$ cat src/rtl/fifo_serial_tx.sv
// fifo_serial_tx: pops words from a FIFO read port and sends each one as an
// asynchronous serial frame (start, DATA_WIDTH bits LSB first, optional
// parity, stop) on a single registered line.
//
// state    | meaning
// ---------+-------------------------------------------------------------
// IDLE     | line high, waiting for enable && !empty
// FETCH    | one-cycle pop request to the FIFO
// LOAD     | capture popped word, compute parity, clear bit timer
// START    | start bit (low) for BIT_CYCLES cycles
// DATA     | data bits LSB first, BIT_CYCLES cycles each
// PARITY_S | parity bit for BIT_CYCLES cycles (only when PARITY != 0)
// STOP     | stop bit (high); last cycle counts the frame and decides next
module fifo_serial_tx #(
  parameter int DATA_WIDTH = 8,
  parameter int BIT_CYCLES = 16,
  parameter int PARITY     = 0
) (
  input  logic                  clk,
  input  logic                  reset,
  input  logic                  enable,
  input  logic                  empty,
  input  logic [DATA_WIDTH-1:0] data_out,
  output logic                  Read_enable,
  output logic                  tx,
  output logic                  busy,
  output logic [15:0]           frame_count
);

  localparam int IDX_W = $clog2(DATA_WIDTH + 1);
  localparam logic [15:0]      LAST_CYC = 16'(BIT_CYCLES - 1);
  localparam logic [IDX_W-1:0] LAST_BIT = IDX_W'(DATA_WIDTH - 1);

  typedef enum logic [2:0] {
    IDLE, FETCH, LOAD, START, DATA, PARITY_S, STOP
  } state_t;

  state_t                state, state_d;
  logic [DATA_WIDTH-1:0] shift_q, shift_d;
  logic [15:0]           cyc_q, cyc_d;
  logic [IDX_W-1:0]      idx_q, idx_d;
  logic                  par_q, par_d;
  logic [15:0]           fc_d;
  logic                  tx_d;
  logic                  bit_end;

  // Pop request and busy are pure decodes of the state register.
  assign Read_enable = (state == FETCH);
  assign busy        = (state != IDLE);

  // Next-state, datapath and next line level; tx is registered from the
  // next state so it changes exactly on the edge that enters each bit.
  always_comb begin
    state_d = state;
    shift_d = shift_q;
    cyc_d   = cyc_q;
    idx_d   = idx_q;
    par_d   = par_q;
    fc_d    = frame_count;
    bit_end = (cyc_q == LAST_CYC);
    case (state)
      IDLE: begin
        if (enable && !empty) state_d = FETCH;
      end
      FETCH: begin
        state_d = LOAD;
      end
      LOAD: begin
        shift_d = data_out;
        par_d   = (PARITY == 2) ? ~^data_out : ^data_out;
        cyc_d   = '0;
        idx_d   = '0;
        state_d = START;
      end
      START: begin
        if (bit_end) begin
          cyc_d   = '0;
          state_d = DATA;
        end else begin
          cyc_d = cyc_q + 16'd1;
        end
      end
      DATA: begin
        if (bit_end) begin
          cyc_d   = '0;
          shift_d = shift_q >> 1;
          if (idx_q == LAST_BIT) begin
            state_d = (PARITY != 0) ? PARITY_S : STOP;
          end else begin
            idx_d = idx_q + 1'b1;
          end
        end else begin
          cyc_d = cyc_q + 16'd1;
        end
      end
      PARITY_S: begin
        if (bit_end) begin
          cyc_d   = '0;
          state_d = STOP;
        end else begin
          cyc_d = cyc_q + 16'd1;
        end
      end
      STOP: begin
        if (bit_end) begin
          cyc_d   = '0;
          fc_d    = frame_count + 16'd1;
          state_d = (enable && !empty) ? FETCH : IDLE;
        end else begin
          cyc_d = cyc_q + 16'd1;
        end
      end
      default: begin
        state_d = IDLE;
      end
    endcase

    case (state_d)
      START:    tx_d = 1'b0;
      DATA:     tx_d = shift_d[0];
      PARITY_S: tx_d = par_d;
      default:  tx_d = 1'b1;
    endcase
  end

  // State and datapath registers with synchronous active-low reset.
  always_ff @(posedge clk) begin
    if (!reset) begin
      state       <= IDLE;
      shift_q     <= '0;
      cyc_q       <= '0;
      idx_q       <= '0;
      par_q       <= 1'b0;
      frame_count <= '0;
      tx          <= 1'b1;
    end else begin
      state       <= state_d;
      shift_q     <= shift_d;
      cyc_q       <= cyc_d;
      idx_q       <= idx_d;
      par_q       <= par_d;
      frame_count <= fc_d;
      tx          <= tx_d;
    end
  end

endmodule
$ cat config.mk
export PLATFORM = sky130hd
export DESIGN_NAME = fifo_serial_tx
export DESIGN_NICKNAME = d
export VERILOG_FILES = /design/src/rtl/fifo_serial_tx.sv
export SDC_FILE = /design/constraint.sdc
export NUM_CORES = 1
export LEC_CHECK = 0
export CAP_MARGIN = 5
export CELL_PAD_IN_SITES_DETAIL_PLACEMENT = 1
export CELL_PAD_IN_SITES_GLOBAL_PLACEMENT = 2
export CORE_MARGIN = 1.5
export CORE_UTILIZATION = 36
export DETAILED_ROUTE_END_ITERATION = 10
export HOLD_SLACK_MARGIN = 0.02
export PLACE_DENSITY = 0.82
export REMOVE_ABC_BUFFERS = 1
export SKIP_LAST_GASP = 1
export SYNTH_ARGS = -nofsm -noshare
export SYNTH_HDL_FRONTEND = slang
export SYNTH_SLANG_ARGS = --single-unit
$ cat constraint.sdc
create_clock -name clk -period 3.3 [get_ports clk]
set_input_delay 0.66 -clock clk [delete_from_list [all_inputs] [get_ports clk]]
set_output_delay 0.66 -clock clk [all_outputs]
set_load 0.05 [all_outputs]
# Yosys cells after proc, flatten, opt, wreduce, memory -nomap -nowiden
# Index checks and enable logic that the tools add are counted.
[op_classes]
n_mux = 17
addsub = 3
n_reduce_logical = 11
eq_ne = 13
[ops]
columns = ["operator", "n"]
rows = [
  ["16-bit by 1-bit adder with 16-bit output (second input constant)", 2],
  ["16-bit one-hot mux with 2 select lines", 1],
  ["3-bit one-hot mux with 7 select lines", 1],
  ["3-bit 2-to-1 mux", 6],
  ["16-bit by 4-bit == test with 1-bit output (second input constant)", 1],
  ["16-bit 2-to-1 mux", 1],
  ["8-bit one-hot mux with 2 select lines", 1],
  ["3-bit == test (second input constant)", 5],
  ["3-bit by 2-bit == test with 1-bit output (second input constant)", 3],
  ["4-bit 2-to-1 mux", 2],
  ["8-bit 2-to-1 mux", 1],
  ["4-bit one-hot mux with 2 select lines", 1],
  ["8-bit parity", 1],
  ["4-bit by 1-bit adder with 4-bit output (second input constant)", 1],
  ["4-bit by 3-bit == test with 1-bit output (second input constant)", 1],
  ["2-bit inequality test (second input constant)", 2],
  ["2-bit AND reduction", 2],
  ["2-bit nonzero test", 2],
  ["4-bit OR reduction", 1],
  ["3-bit by 1-bit == test with 1-bit output (second input constant)", 1],
  ["3-bit zero test", 1],
  ["1-bit one-hot mux with 3 select lines", 1],
  ["3-bit AND reduction", 1],
  ["3-bit nonzero test", 1],
  ["other kinds (3)", 4],
]
[totals]
register_bits = 49
input_bits = 12
out_inout_bits = 19
word_cells = 52

# Depth between registers and ports, before layout
# Gate-level depths: netlist of the first run.
[logic_depth]
word_depth = 7
ltp_mapped = 10
ltp_nobuf = 7

# Worst setup path after synthesis of the first run
# Ideal clock, no wire load.
[synth_path]
kind = "register -> output"
from = "reg state[0]"
to = "out Read_enable"
path_buffers = 1
setup_slack_ps = 793
required_ps = 2640
path_stages_with_launch = 3
arrival_time_ps = 1847
cell_sequence = "dfxtp_1 -> clkbuf_1 -> nor3b_1"
[synth_between]
elab_chain_cells = 1
[synth_lines]
columns = ["element", "line", "source"]
rows = [
  ["from (decl)", "38", "state_t state, state_d;"],
  ["from (signal assigned)", "137", "state <= state_d;"],
  ["3-bit by 1-bit == test with 1-bit output", "48", "assign Read_enable = (state == FETCH);"],
  ["to (decl)", "24", "output logic Read_enable,"],
]
# No other way between the ends.

# Final worst setup path of the first run
# Same ends and word-level chain as after synthesis.

==> results of run 1 <==
Yosys cell counts (4+ instances only):
cell type,number
sky130_fd_sc_hd__and3_1,5
sky130_fd_sc_hd__nand2_1,35
sky130_fd_sc_hd__xnor2_1,13
sky130_fd_sc_hd__nand2b_1,6
sky130_fd_sc_hd__clkbuf_1,13
sky130_fd_sc_hd__a21oi_1,12
sky130_fd_sc_hd__a21boi_0,12
sky130_fd_sc_hd__a211oi_1,4
sky130_fd_sc_hd__and2_1,12
sky130_fd_sc_hd__nor4_1,6
sky130_fd_sc_hd__nand3_1,9
sky130_fd_sc_hd__nor2b_1,16
sky130_fd_sc_hd__o21ai_0,19
sky130_fd_sc_hd__nand4_1,10
sky130_fd_sc_hd__dfxtp_1,49
sky130_fd_sc_hd__mux2i_1,7
sky130_fd_sc_hd__nor2_1,12
sky130_fd_sc_hd__or3_1,9
sky130_fd_sc_hd__a22oi_1,7
sky130_fd_sc_hd__xor2_1,6
state kept, by name, summed over array words and instances, names as in the netlist:
name,flops
cyc_q,16
frame_count,16
shift_q,8
idx_q,4
state,3
par_q,1
tx,1
per-stage QoR:
stage               total power, mW  area [um2]  hold WS (ns)
finish                        1.223        3120        0.4693
global route                  1.292        3120        0.5070
CTS                           1.245        3120        0.4785
detailed placement           0.7933        3004        0.4655
global placement             0.7911        3004        0.4534
floorplan                    0.7287        2542        0.4431
power groups by stage:
stage | Sequential [mW] | Clock (mW) | Combinational [mW]
3_5_place_dp | 0.633 | 0 | 0.160
4_1_cts | 0.620 | 0.465 | 0.161
2_1_floorplan | 0.632 | 0 | 0.0963
3_3_place_gp | 0.633 | 0 | 0.158
6_report | 0.620 | 0.445 | 0.158
5_1_grt | 0.623 | 0.494 | 0.175
critical path, cell delays in order, from the launching register on:
cell,delay (ns)
sky130_fd_sc_hd__dfxtp_1,0.64
sky130_fd_sc_hd__nor3b_1,0.29
sky130_fd_sc_hd__clkdlybuf4s50_1,0.85
kinds of logic (layout without fill, tap and decap cells):
logic type / count (synthesis) / count (layout) / share of synthesized area
buffers and inverters: 23 / 46 / 0.04259
flip-flops: 49 / 49 / 0.3710
XOR/XNOR: 19 / 19 / 0.06294
adder cells (fa/ha/maj): 3 / 3 / 0.01420
AO/OA/AOI/OAI: 70 / 70 / 0.1751
multiplexers: 8 / 8 / 0.03076
AND/OR/NAND/NOR: 141 / 141 / 0.3034
cell type report:
| class | instances | share of cell area |
|---|---|---|
| multi-input combinational | 241 | 0.4968 |
| clock buffer | 7 | 0.02767 |
| timing repair buffer | 35 | 0.1083 |
| tap | 99 | 0.03970 |
| clock inverter | 1 | 0.009623 |
| sequential | 49 | 0.3144 |
| inverter | 3 | 0.003609 |
layer usage:
metal | vias to the layer above | GRT usage
met2 | 43 | 0.2700
met3 | 7 | 0.02892
li1 | 1159 | -
met4 | 0 | 0.04688
met1 | 1078 | 0.2450
met5 | - | 0
how the worst min path moves through the flow:
stage,from,endpoint,slack (ns),cells after the start
detailed placement,shift_q[3],shift_q[3],0.47,2
global placement,shift_q[3],shift_q[3],0.45,2
floorplan,shift_q[2],shift_q[2],0.44,2
global route,shift_q[4],shift_q[4],0.51,2
CTS,shift_q[3],shift_q[3],0.48,2
finish,shift_q[3],shift_q[3],0.47,2
==> flow_summary.json, run 1 <==
{
  "run_status": "finished clean",
  "mostFrequentLayoutCells": "sky130_fd_sc_hd__dfxtp_1 (49), sky130_fd_sc_hd__nand2_1 (35), sky130_fd_sc_hd__clkdlybuf4s50_1 (30), sky130_fd_sc_hd__o21ai_0 (19), sky130_fd_sc_hd__nor2b_1 (16)",
  "finalWeightedCongestion": 0.7407,
  "rr_endpoint": "tx",
  "antenna-diode-count": 0,
  "hp-class": "flop to flop",
  "sequential_cell_area_um2": 980.9,
  "synth.avg_cell_area_um2": 8.447,
  "slew_violations": 0,
  "synthDominantAreaCellType": "sky130_fd_sc_hd__dfxtp_1",
  "detailed_place_hpwl_mm": 4.586,
  "required_ns": 2.64,
  "ys_seq_elements": 49,
  "irDropWorstVdd_v": 0.0001500,
  "design.die.area_mm2": 0.007867,
  "tritoncts.num_buffers": 5,
  "gr-usage-all-layers": 0.1727,
  "floorplan.die.height_um": 88.70,
  "fin_ws_ns": 0.5690,
  "critical_path_arrival_ns": 2.07,
  "comb_power_share": 0.129,
  "met1_length_mm": 3.119,
  "placement.setup.worst_slack_ns": 0.9188,
  "fin_cells": 435,
  "max_clock_freq_mhz": 366.2,
  "layout-drive-gt1-share": 0.06250,
  "yosysWarnings": 0,
  "topRoutingLayerUsed": "met4",
  "intPower_uw": 920.1,
  "synth.distinct_cells": 49,
  "cts.repair_timing.setup_buffer_count": 0,
  "min_period_ns": 2.731,
  "coreArea_mm2": 0.007176,
  "post-route-util": 0.4349,
  "finalSetupTns_ns": 0,
  "initial_antenna_violation_count": 0,
  "startpoint_type": "flop",
  "hold_violation_count_in_the_final_report": 0,
  "vias_per_cell": 5.257,
  "worst_r2r_startpoint": "state[2]",
  "critical_path.endpoint_type": "primary output",
  "synth_cells": 313,
  "design.final.nets": 350,
  "start_util": 0.3684,
  "min_period_over_period": 0.8276,
  "num_ports": 31,
  "place.port_buffers": 30,
  "tightest_slew_ns": 0.9174,
  "endpoint": "Read_enable",
  "fillerInstances": 882,
  "cellLeakagePower_nw": 1.043,
  "cts_resized": 0,
  "rr_worst_depth": 6,
  "clock-root-buffer": "sky130_fd_sc_hd__clkbuf_8",
  "top_cell_type_s_share_of_synthesized_area": 0.3710,
  "power_per_cell_area_mw_per_mm2": 391.9,
  "ys_async_sr_fraction": 0,
  "total_drc_errors_in_the_routed_layout": 0,
  "power.share.clock": 0.364,
  "holdBufCountCts": 0,
  "syn-cell-area_mm2": 0.002644,
  "ant_nets": 0,
  "multi_input_area_mm2": 0.001550,
  "synth.yosys.seq_area_share": 0.3710,
  "swShare": 0.2477,
  "firstDrtPassIters": 4,
  "grt_max_degree": 19,
  "net-switching-power_uw": 302.9,
  "number_of_setup_violations_in_the_final_report": 0,
  "crit_path_start": "state[0]",
  "synth-edff-count": 0,
  "first_iter_violations": 121,
  "cell_count_after_placement": 427,
  "areaGrowthSynthToFinish_pct": 18.03,
  "critPathKind": "flop to primary output",
  "cts_tree": "done",
  "max_slew_margin": 0.3819,
  "rows": 31,
  "wl_met2_mm": 2.873,
  "grt_pass1_wl_mm": 10.74,
  "number_of_global_route_vias_before_repair": 2193,
  "power_frac_seq": 0.507,
  "synth_flop_cell": "sky130_fd_sc_hd__dfxtp_1",
  "insertion_delay_ns": 0.30,
  "dr_wl_met3_um": 237,
  "grt.overflow.total": 0,
  "cts_max_level": 2,
  "final_common_cell": "sky130_fd_sc_hd__dfxtp_1",
  "clk_pin_slew_worst_setup_hold_paths_ns": 0.09,
  "grt_setup_unrepaired": "no",
  "clock-sinks": 49,
  "max-cap-violations": 0,
  "clock-skew-final_ns": 0.006068,
  "worst-path-max-fanout": 17,
  "synth_top_cells_by_area": "sky130_fd_sc_hd__dfxtp_1 (37%), sky130_fd_sc_hd__nand2_1 (5.0%), sky130_fd_sc_hd__xnor2_1 (4.3%)",
  "horizontal_die_dimension_um": 88.70,
  "clockBufferDepth": 2,
  "drt-total-wl_mm": 6.302,
  "r2r_setup_slack_ns": 0.87,
  "wire_per_inst_um": 14.49,
  "vias": 2287
}
Power figures use the tool's default switching activity.
==> run 2: changes to the inputs <==
--- a/config.mk
+++ b/config.mk
@@ -9,10 +9,10 @@
 export CELL_PAD_IN_SITES_DETAIL_PLACEMENT = 1
 export CELL_PAD_IN_SITES_GLOBAL_PLACEMENT = 2
 export CORE_MARGIN = 1.5
-export CORE_UTILIZATION = 36
+export CORE_UTILIZATION = 34
 export DETAILED_ROUTE_END_ITERATION = 10
 export HOLD_SLACK_MARGIN = 0.02
-export PLACE_DENSITY = 0.82
+export PLACE_DENSITY = 0.78
 export REMOVE_ABC_BUFFERS = 1
 export SKIP_LAST_GASP = 1
 export SYNTH_ARGS = -nofsm -noshare
==> constraint.sdc (replaced) <==
create_clock -name clk -period 2.6 [get_ports clk]
set_input_delay 0.52 -clock clk [delete_from_list [all_inputs] [get_ports clk]]
set_output_delay 0.52 -clock clk [all_outputs]
set_load 0.05 [all_outputs]
==> run 2 against run 1 <==
  * Combinational power grew 37%
  * Largest power group unchanged
  * Cell count rose by 1.8%
  * Via count rose by 1.3%
==> flow_summary.json, run 2 (synthesized netlist as in run 1, its figures left out) <==
{
  "floorplan.die.height_um": 91.18,
  "clock-sinks": 49,
  "grt_max_degree": 17,
  "run_status": "finished clean",
  "detailed_place_hpwl_mm": 4.929,
  "place.port_buffers": 30,
  "critical_path.endpoint_type": "primary output",
  "holdBufCountCts": 0,
  "ant_nets": 0,
  "holdCritStartpoint": "shift_q[5]",
  "cellLeakagePower_nw": 1.064,
  "finalWeightedCongestion": 0.7461,
  "r2r_setup_slack_ns": 0.25,
  "slew_violations": 0,
  "worst-path-max-fanout": 14,
  "tightest_slew_ns": 0.5231,
  "initial_antenna_violation_count": 0,
  "critPathKind": "flop to primary output",
  "vias_per_cell": 5.230,
  "tritoncts.num_buffers": 5,
  "clk_pin_slew_worst_setup_hold_paths_ns": 0.09,
  "clock-skew-final_ns": 0.01122,
  "hold_violation_count_in_the_final_report": 0,
  "wire_per_inst_um": 14.81,
  "areaGrowthSynthToFinish_pct": 19.21,
  "fillerInstances": 906,
  "total_drc_errors_in_the_routed_layout": 0,
  "worst_r2r_startpoint": "cyc_q[0]",
  "rr_worst_depth": 7,
  "max_clock_freq_mhz": 415.1,
  "first_iter_violations": 86,
  "number_of_setup_violations_in_the_final_report": 0,
  "min_period_ns": 2.409,
  "insertion_delay_ns": 0.30,
  "antenna-diode-count": 0,
  "clock-root-buffer": "sky130_fd_sc_hd__clkbuf_8",
  "worstHoldEndpoint": "shift_q[5]",
  "required_ns": 2.08,
  "reg.largest.list": "cyc_q (16), frame_count (16), shift_q (8)",
  "max-cap-violations": 0,
  "cts.repair_timing.setup_buffer_count": 0,
  "startpoint_type": "flop",
  "design.die.area_mm2": 0.008314,
  "cts_tree": "done",
  "fin_worst_hold_slack_ns": 0.4680,
  "multi_input_area_mm2": 0.001550,
  "num_ports": 31,
  "max_slew_margin": 0.6504,
  "rows": 31,
  "gr-usage-all-layers": 0.1660,
  "drt-total-wl_mm": 6.562,
  "start_util": 0.3587,
  "fin_total_pwr_mw": 1.452,
  "horizontal_die_dimension_um": 91.18,
  "layout-drive-gt1-share": 0.08430,
  "sequential_cell_area_um2": 980.9,
  "coreArea_mm2": 0.007370,
  "min_period_over_period": 0.9266,
  "hp-class": "flop to flop",
  "design.final.nets": 358,
  "mostFrequentLayoutCells": "sky130_fd_sc_hd__dfxtp_1 (49), sky130_fd_sc_hd__nand2_1 (35), sky130_fd_sc_hd__clkdlybuf4s50_1 (30), sky130_fd_sc_hd__o21ai_0 (19), sky130_fd_sc_hd__nor2b_1 (16)",
  "timing.hold.worst_path_depth": 2,
  "grt_setup_unrepaired": "no",
  "firstDrtPassIters": 4,
  "grt_pass1_wl_mm": 11.23,
  "rr_endpoint": "tx",
  "final_common_cell": "sky130_fd_sc_hd__dfxtp_1",
  "irDropWorstVdd_v": 0.0001967,
  "grt.overflow.total": 0,
  "clockBufferDepth": 2,
  "cts_resized": 0,
  "finalSetupTns_ns": 0,
  "number_of_global_route_vias_before_repair": 2325,
  "vias": 2317,
  "power_per_cell_area_mw_per_mm2": 460.7,
  "cts_max_level": 2,
  "critical_path_arrival_ns": 1.89
}
## run 2: cell count changes in the layout (fill, tap and decap cells not counted)
cell and delta:
sky130_fd_sc_hd__clkbuf_8 -1, sky130_fd_sc_hd__bufinv_16 -1, sky130_fd_sc_hd__clkinvlp_4 +2, sky130_fd_sc_hd__buf_4 +8
## run 2: worst max path at each step
stage                  start     endpoint  slack (ns)  depth (start not counted)
detailed placement  cyc_q[0]           tx        0.27                          7
floorplan           state[0]  Read_enable        0.36                          1
finish              state[1]         busy        0.19                          2
global placement      enable           tx        0.36                          6
CTS                 state[1]         busy        0.17                          2
global route        cyc_q[0]           tx        0.07                          7
## run 2: layout make-up
type / instances / share of cell area
flip-flops and latches: 49 / 0.3112
clock buffers: 6 / 0.02303
inverters: 3 / 0.003573
well taps: 99 / 0.03930
repair buffers: 43 / 0.1262
clock inverters: 2 / 0.004764
multi-input cells: 241 / 0.4919
## run 2: metal layers
metal	vias up	global-route usage	wire length, um
met5	-	0	0
met4	0	0.04297	57
met3	5	0.03266	182
met2	25	0.2780	3020
met1	1116	0.2170	3302
li1	1171	-	-
## run 2: critical path, cell delays in order (launching register included)
cell and delay, ns:
sky130_fd_sc_hd__dfxtp_1 0.45, sky130_fd_sc_hd__or3_1 0.43, sky130_fd_sc_hd__clkdlybuf4s50_1 0.71
## run 2: report_power, final
group / internal (mW) / switching, mW
sequential: 0.766 / 0.0150
combinational: 0.0936 / 0.124
clock: 0.190 / 0.264
## run 2: stage by stage
stage / std cells / utilization / worst slack [ns] / area [um2]
2_1_floorplan: 293 / - / 0.3551 / 2542
3_3_place_gp: 435 / 0.4158 / 0.3585 / 3064
3_5_place_dp: 435 / 0.4158 / 0.2652 / 3064
4_1_cts: 443 / 0.4277 / 0.1747 / 3152
5_1_grt: 443 / 0.4277 / 0.07366 / 3152
6_report: 443 / 0.4277 / 0.1907 / 3152
